`src/rtl/mcs6530_bus_master.sv`:
```
// ----------------------------------------------------------------------------
// mcs6530_bus_master
// Bus-cycle sequencer for the mcs6530 core. Queued commands (READ, WRITE,
// IDLE, WAIT_IRQ) become 6502-style bus cycles on a free-running PHI2. A new
// cycle starts on the edge where PHI2 falls. Read data is sampled on the
// last clk of PHI2 high and returned on a one-clk response strobe.
//
// Optional feature macro: MCS6530_BUS_WAIT_IRQ_EN
//   defined   : WAIT_IRQ repeats idle cycles until irq_n is seen low or
//               WAIT_TIMEOUT cycles elapse, then issues a response.
//   undefined : WAIT_IRQ is a plain one-cycle IDLE; rsp_timeout is tied 0.
// ----------------------------------------------------------------------------
module mcs6530_bus_master #(
  parameter int HALF_CLKS    = 4,
  parameter int FIFO_DEPTH   = 4,
  parameter int WAIT_TIMEOUT = 1024
) (
  input  logic       clk,
  input  logic       rst,
  input  logic       cmd_valid,
  output logic       cmd_ready,
  input  logic [1:0] cmd_op,
  input  logic [9:0] cmd_addr,
  input  logic       cmd_rs0,
  input  logic       cmd_cs1,
  input  logic [7:0] cmd_data,
  output logic       rsp_valid,
  output logic [7:0] rsp_data,
  output logic       rsp_timeout,
  output logic       busy,
  output logic       phi2,
  output logic       r_w,
  output logic [9:0] addr,
  output logic       rs0,
  output logic       cs1,
  output logic [7:0] data_i,
  input  logic [7:0] data_o,
  input  logic       oe,
  input  logic       irq_n
);

  localparam int            CW        = (HALF_CLKS > 1) ? $clog2(HALF_CLKS) : 1;
  localparam logic [CW-1:0] CNT_LAST  = CW'(HALF_CLKS - 1);
  localparam int            PW        = $clog2(FIFO_DEPTH);
  localparam int            NW        = PW + 1;
  localparam logic [NW-1:0] FIFO_FULL = NW'(FIFO_DEPTH);

  typedef enum logic [1:0] {
    OP_READ  = 2'b00,
    OP_WRITE = 2'b01,
    OP_IDLE  = 2'b10,
    OP_WAIT  = 2'b11
  } op_e;

  typedef struct packed {
    op_e        op;
    logic [9:0] addr;
    logic       rs0;
    logic       cs1;
    logic [7:0] data;
  } cmd_t;

  typedef enum logic {
    PHI_LO = 1'b0,
    PHI_HI = 1'b1
  } phase_e;

  // --------------------------------------------------------------------------
  // PHI2 phase sequencer
  // --------------------------------------------------------------------------
  phase_e        state_q, state_d;
  logic [CW-1:0] cnt_q, cnt_d;
  logic          cyc_end;

  // Phase state register.
  // NOTE: sequential state uses non-blocking assignments so every flop samples
  // pre-edge values regardless of block evaluation order.
  always_ff @(posedge clk) begin
    if (rst) begin
      state_q <= PHI_LO;
      cnt_q   <= '0;
    end else begin
      state_q <= state_d;
      cnt_q   <= cnt_d;
    end
  end

  // Next phase: count HALF_CLKS clks per phase, then flip.
  // NOTE: every output of a combinational block gets a default first so no
  // path leaves it unassigned and no latch is inferred.
  always_comb begin
    state_d = state_q;
    cnt_d   = cnt_q + CW'(1);
    if (cnt_q == CNT_LAST) begin
      cnt_d   = '0;
      state_d = (state_q == PHI_LO) ? PHI_HI : PHI_LO;
    end
  end

  // Phase outputs: PHI2 level and the last-clk-of-bus-cycle marker.
  always_comb begin
    phi2    = (state_q == PHI_HI);
    cyc_end = (state_q == PHI_HI) && (cnt_q == CNT_LAST);
  end

  // --------------------------------------------------------------------------
  // Command FIFO
  // --------------------------------------------------------------------------
  cmd_t          fifo_mem [FIFO_DEPTH];
  logic [PW-1:0] wr_ptr, rd_ptr;
  logic [NW-1:0] fifo_cnt;
  logic          fifo_empty;
  logic          push, pop, pop_slot;
  cmd_t          head, incoming;

  assign incoming   = {cmd_op, cmd_addr, cmd_rs0, cmd_cs1, cmd_data};
  assign cmd_ready  = (fifo_cnt != FIFO_FULL);
  assign fifo_empty = (fifo_cnt == '0);
  assign push       = cmd_valid && cmd_ready;
  assign pop        = pop_slot && !fifo_empty;
  assign head       = fifo_mem[rd_ptr];

  // FIFO storage write.
  // NOTE: the storage array has no reset; only pointers and count are reset,
  // which flushes it and lets the array map onto plain RAM/regfile cells.
  always_ff @(posedge clk) begin
    if (push) begin
      fifo_mem[wr_ptr] <= incoming;
    end
  end

  // FIFO pointers and occupancy; simultaneous push and pop leave count unchanged.
  always_ff @(posedge clk) begin
    if (rst) begin
      wr_ptr   <= '0;
      rd_ptr   <= '0;
      fifo_cnt <= '0;
    end else begin
      if (push) wr_ptr <= wr_ptr + PW'(1);
      if (pop)  rd_ptr <= rd_ptr + PW'(1);
      case ({push, pop})
        2'b10:   fifo_cnt <= fifo_cnt + NW'(1);
        2'b01:   fifo_cnt <= fifo_cnt - NW'(1);
        default: fifo_cnt <= fifo_cnt;
      endcase
    end
  end

  // --------------------------------------------------------------------------
  // Current bus cycle and responses
  // --------------------------------------------------------------------------
  logic cur_valid;
  op_e  cur_op;
  logic read_fire;
  logic wait_hold;
  logic wait_fire;
  logic wait_busy;

  assign read_fire = cyc_end && cur_valid && (cur_op == OP_READ);

`ifdef MCS6530_BUS_WAIT_IRQ_EN
  localparam int            TW        = $clog2(WAIT_TIMEOUT + 1);
  localparam logic [TW-1:0] WAIT_LAST = TW'(WAIT_TIMEOUT - 1);

  logic [TW-1:0] wait_cnt;
  logic          wait_cycle;

  assign wait_cycle = cyc_end && cur_valid && (cur_op == OP_WAIT);
  assign wait_hold  = wait_cycle && irq_n && (wait_cnt != WAIT_LAST);
  assign wait_fire  = wait_cycle && !wait_hold;
  assign wait_busy  = cur_valid && (cur_op == OP_WAIT);

  // Count completed wait cycles; cleared when the wait resolves.
  always_ff @(posedge clk) begin
    if (rst) begin
      wait_cnt <= '0;
    end else if (wait_hold) begin
      wait_cnt <= wait_cnt + TW'(1);
    end else if (wait_fire) begin
      wait_cnt <= '0;
    end
  end

  // Timeout flag of the most recent response (reads always report 0).
  always_ff @(posedge clk) begin
    if (rst) begin
      rsp_timeout <= 1'b0;
    end else if (read_fire) begin
      rsp_timeout <= 1'b0;
    end else if (wait_fire) begin
      rsp_timeout <= irq_n;
    end
  end
`else
  logic unused_irq_n;

  assign wait_hold    = 1'b0;
  assign wait_fire    = 1'b0;
  assign wait_busy    = 1'b0;
  assign rsp_timeout  = 1'b0;
  assign unused_irq_n = irq_n;
`endif

  // A cycle end that is not extending a pending wait is a command slot.
  assign pop_slot = cyc_end && !wait_hold;
  assign busy     = !fifo_empty || wait_busy ||
                    (cur_valid && ((cur_op == OP_READ) || (cur_op == OP_WRITE)));

  // Response strobe and data, produced on the edge that ends the bus cycle.
  always_ff @(posedge clk) begin
    if (rst) begin
      rsp_valid <= 1'b0;
      rsp_data  <= 8'h00;
    end else begin
      rsp_valid <= read_fire || wait_fire;
      if (read_fire) begin
        rsp_data <= oe ? data_o : 8'hFF;
      end else if (wait_fire) begin
        rsp_data <= 8'h00;
      end
    end
  end

  // Bus outputs: load the FIFO head (or an idle cycle) when PHI2 falls.
  always_ff @(posedge clk) begin
    if (rst) begin
      cur_valid <= 1'b0;
      cur_op    <= OP_IDLE;
      r_w       <= 1'b1;
      addr      <= 10'h000;
      rs0       <= 1'b0;
      cs1       <= 1'b0;
      data_i    <= 8'h00;
    end else if (pop_slot) begin
      if (!fifo_empty) begin
        cur_valid <= 1'b1;
        cur_op    <= head.op;
        addr      <= head.addr;
        r_w       <= (head.op != OP_WRITE);
        rs0       <= ((head.op == OP_READ) || (head.op == OP_WRITE)) ? head.rs0 : 1'b0;
        cs1       <= ((head.op == OP_READ) || (head.op == OP_WRITE)) ? head.cs1 : 1'b0;
        data_i    <= (head.op == OP_WRITE) ? head.data : 8'h00;
      end else begin
        cur_valid <= 1'b0;
        cur_op    <= OP_IDLE;
        r_w       <= 1'b1;
        rs0       <= 1'b0;
        cs1       <= 1'b0;
        data_i    <= 8'h00;
      end
    end
  end

endmodule
```
`config.mk`:
```
export PLATFORM = sky130hd
export DESIGN_NAME = mcs6530_bus_master
export DESIGN_NICKNAME = d
export VERILOG_FILES = /design/src/rtl/mcs6530_bus_master.sv
export SDC_FILE = /design/constraint.sdc
export NUM_CORES = 1
export LEC_CHECK = 0
export BUFFER_PORTS_ARGS = -buffer_cell sky130_fd_sc_hd__buf_2
export CAP_MARGIN = 40
export CORE_ASPECT_RATIO = 1.75
export CORE_MARGIN = 2
export CORE_UTILIZATION = 60
export DETAILED_ROUTE_END_ITERATION = 16
export PLACE_DENSITY = 0.83
export SYNTH_ARGS = -nofsm -noshare
export SYNTH_HDL_FRONTEND = slang
export SYNTH_SLANG_ARGS = --single-unit
```
`constraint.sdc`:
```
create_clock -name clk -period 7.2 [get_ports clk]
set_input_delay 1.08 -clock clk [delete_from_list [all_inputs] [get_ports clk]]
set_output_delay 1.08 -clock clk [all_outputs]
set_load 0.01 [all_outputs]
```
==> impl_metrics.env <==
export IMPL_synth_cells=317
export IMPL_antenna_left=0
export IMPL_cts_tree="done"
export IMPL_clockBufferDepth=2
export IMPL_cap_violations=0
export IMPL_io_pins=69
export IMPL_period_share_pct=37.11
export IMPL_synth_top_area_share_pct=52.14
export IMPL_final_util_pct=73.45
export IMPL_clk_pin_slew_ps=60
export IMPL_grt_pass1_wl_um=15820
export IMPL_start_kind="flip-flop"
export IMPL_maxSlewViolCount=0
export IMPL_worst_slew_pin_slew_ps=784.6
export IMPL_cts_hold_buf=0
export IMPL_setup_violations_final=0
export IMPL_rsz0062_at_grt="no"
export IMPL_power_density_nw_per_um2=287.5
export IMPL_status="finished, final reports clean"
export IMPL_vias_per_cell=6.024
export IMPL_grt_pass1_vias=3053
export IMPL_crit_fanout=15
export IMPL_track_usage_pct=24.11
export IMPL_ir_drop_mv=0.2408
export IMPL_num_rows=44
export IMPL_post_cts_resized=0
export IMPL_antenna_found_initial=1
export IMPL_synth_nets=359
export IMPL_setup_tns_ps=0
export IMPL_dieArea_sq_um=9228
export IMPL_crit_chain="ha_1, o311ai_2, buf_4, inv_1, ha_1, fa_1, xnor2_1, or3_1, a21oi_1"
export IMPL_portBuffers=66
export IMPL_yosys_area_top_type="edfxtp_1"
export IMPL_leakagePower_nw=2.257
export IMPL_start_util_pct=61.38
export IMPL_p_int_mw=1.403
export IMPL_cts_sinks=133
export IMPL_total_power_mw=1.744
export IMPL_synthesis_area_sq_um=5069
export IMPL_drive_above_1_share_pct=31.09
export IMPL_async_flop_share_pct=0
export IMPL_cp_arrival_ps=3010
export IMPL_fp_dieW_um=73.48
export IMPL_max_slew_margin_pct=47.69
export IMPL_layout_min_cycle_time_ps=2672
export IMPL_synth_most_common_cell="edfxtp_1"
export IMPL_final_hold_viol_count=0
export IMPL_cp_required_ps=7540
export IMPL_end_kind="flip-flop"
export IMPL_crit_type="flip-flop to flip-flop"
export IMPL_regArea_sq_um=3543
export IMPL_path_delay_family="adder cells"
export IMPL_hold_class="flip-flop to flip-flop"
export IMPL_clkPwrFrac_pct=47.5
export IMPL_critPathMaxStageDelay_ps=390
export IMPL_synth_seq_cells=133
export IMPL_routedWlPerCell_um=20.34
export IMPL_min_path_cells=1
export IMPL_whs_ps=431.4
export IMPL_numCtsBuffers=17
export IMPL_postCtsSetupBuffers=0
export IMPL_multi_input_area_sq_um=1393
export IMPL_place_hpwl_um=6312
export IMPL_dominantRegCellSynth="edfxtp_1"
export IMPL_fin_skew_ps=7.393
export IMPL_coreArea_sq_um=8258
export IMPL_cpMaxStageDelayCell="fa_1"
export IMPL_switching_share_pct=19.57
export IMPL_placed_cell_area_sq_um=5492
export IMPL_final_fill_count=491
export IMPL_crit_top_cell="ha_1"
export IMPL_wl_um=10070
export IMPL_crit_buf_inv=2
export IMPL_area_growth_pct=19.67
export IMPL_fp_dieH_um=125.6
export IMPL_synth_edff_count=88
export IMPL_nets=431
export IMPL_place_congestion=0.6646
export IMPL_combPwrFrac_pct=3.8
export IMPL_grt_max_degree=44
export IMPL_synthTopCellsByCount="edfxtp_1, dfxtp_1, a21oi_1, nand2_1, mux4_2"
export IMPL_cts_root_buf="clkbuf_16"
export IMPL_p_seq_share_pct=48.7
export IMPL_grt_remaining_overflow=0
export IMPL_synthDistinctLibCells=39
export IMPL_worstSetupPathDepth=9
export IMPL_drc=0
export IMPL_htree_levels=4
export IMPL_first_pass_iters=5
export IMPL_fmax_mhz=374.2
export IMPL_via_count=2982
export IMPL_stdcell_area_sq_um=6066
export IMPL_r2r_cells=9
export IMPL_ys_warnings_count=0
export IMPL_avgSynthCellArea_sq_um=15.99
export IMPL_seq_area_frac_synth_pct=69.91
export IMPL_drt_iter0_drc=157
export IMPL_synth_area_top_cells="edfxtp_1, dfxtp_1, mux4_2, a21oi_1, mux2i_1"
export IMPL_switchingPower_mw=0.3412
export IMPL_clock_latency_ps=410
[stage by stage]
step | worst slack, ps | instances
after floorplan | 4617 | 317
after global placement | 4550 | 460
after detailed placement | 4539 | 462
after CTS | 4524 | 494
after global routing | 4348 | 495
final | 4528 | 495
[state kept, by name, summed over array words and instances (netlist names), named ones only]
register,flops
rs0,1
addr,10
rsp_valid,1
cur_op,2
cnt_q,2
fifo_mem,88
rsp_data,8
r_w,1
wr_ptr,2
data_i,8
fifo_cnt,3
rd_ptr,2
cs1,1
phi2,1
cur_valid,1
[power groups by stage]
| stage | combinational [mW] | clock, mW | sequential, mW |
|---|---|---|---|
| 6_report | 0.0663 | 0.828 | 0.849 |
| 5_1_grt | 0.0724 | 0.870 | 0.851 |
| 2_1_floorplan | 0.0381 | 0 | 0.862 |
| 4_1_cts | 0.0670 | 0.842 | 0.850 |
| 3_3_place_gp | 0.0613 | 0 | 0.862 |
| 3_5_place_dp | 0.0659 | 0 | 0.864 |
[kinds of logic (layout without fill, tap and decap cells)]
| kind of cell | count (synthesis) | in the layout | synth area share, % |
|---|---|---|---|
| buffers and inverters | 28 | 113 | 2.616 |
| other | 1 | 2 | 0.07398 |
| AOI/OAI and AO/OA | 46 | 46 | 5.727 |
| DFF | 133 | 133 | 69.91 |
| adders and majority gates | 7 | 7 | 1.876 |
| xor gates and xnor gates | 3 | 3 | 0.5185 |
| muxes | 35 | 35 | 12.47 |
| and+or+nand+nor | 64 | 64 | 6.813 |
[worst reg2reg max path, stage by stage (launching register included)]
cell	delay [ps]
dfxtp_1	310
ha_1	300
o311ai_2	100
buf_4	260
inv_1	300
ha_1	340
fa_1	390
xnor2_1	140
or3_1	300
a21oi_1	140
[worst paths after layout]
kind	slack, ps	endpoint	from
min	430	cnt_q[0]$_SDFF_PP0_	cnt_q[0]$_SDFF_PP0_
min reg2reg	430	cnt_q[0]$_SDFF_PP0_	cnt_q[0]$_SDFF_PP0_
max	4530	fifo_cnt[2]$_SDFFE_PP0P_	cnt_q[0]$_SDFF_PP0_
max reg2reg	4530	fifo_cnt[2]$_SDFFE_PP0P_	cnt_q[0]$_SDFF_PP0_
[layout make-up]
cell class              count  area share, %
repair buffers             73          6.766
diodes                      1        0.04125
flip-flops and latches    133          58.42
clock buffers              19          7.137
well taps                  92          1.898
inverters                   8         0.4950
clock inverters            13          2.290
multi-input cells         156          22.96
[routing by layer]
| layer | global-route usage, % | vias up | wire length [um] |
|---|---|---|---|
| met5 | 0 | - | 0 |
| met4 | 11.44 | 0 | 210 |
| met2 | 41.60 | 92 | 5759 |
| met3 | 7.413 | 18 | 410 |
| li1 | - | 1364 | - |
| met1 | 26.05 | 1508 | 3687 |
[cell usage in the layout (no fill, tap or decap), types with 3 or more instances in the layout]
cell and instances:
clkinv_1 4, a21oi_1 26, mux2i_1 11, a211oi_1 8, inv_1 8, nor4b_1 8, clkinv_2 5, mux4_2 21
a21o_1 3, edfxtp_1 88, or3_1 3, clkbuf_16 17, nand2_1 26, nor2_1 5, bufinv_16 3, and3_1 4
dfxtp_1 45, buf_4 5, nor3_1 10, buf_2 66, ha_1 6
Note: power is estimated with default switching activity, not from simulation.
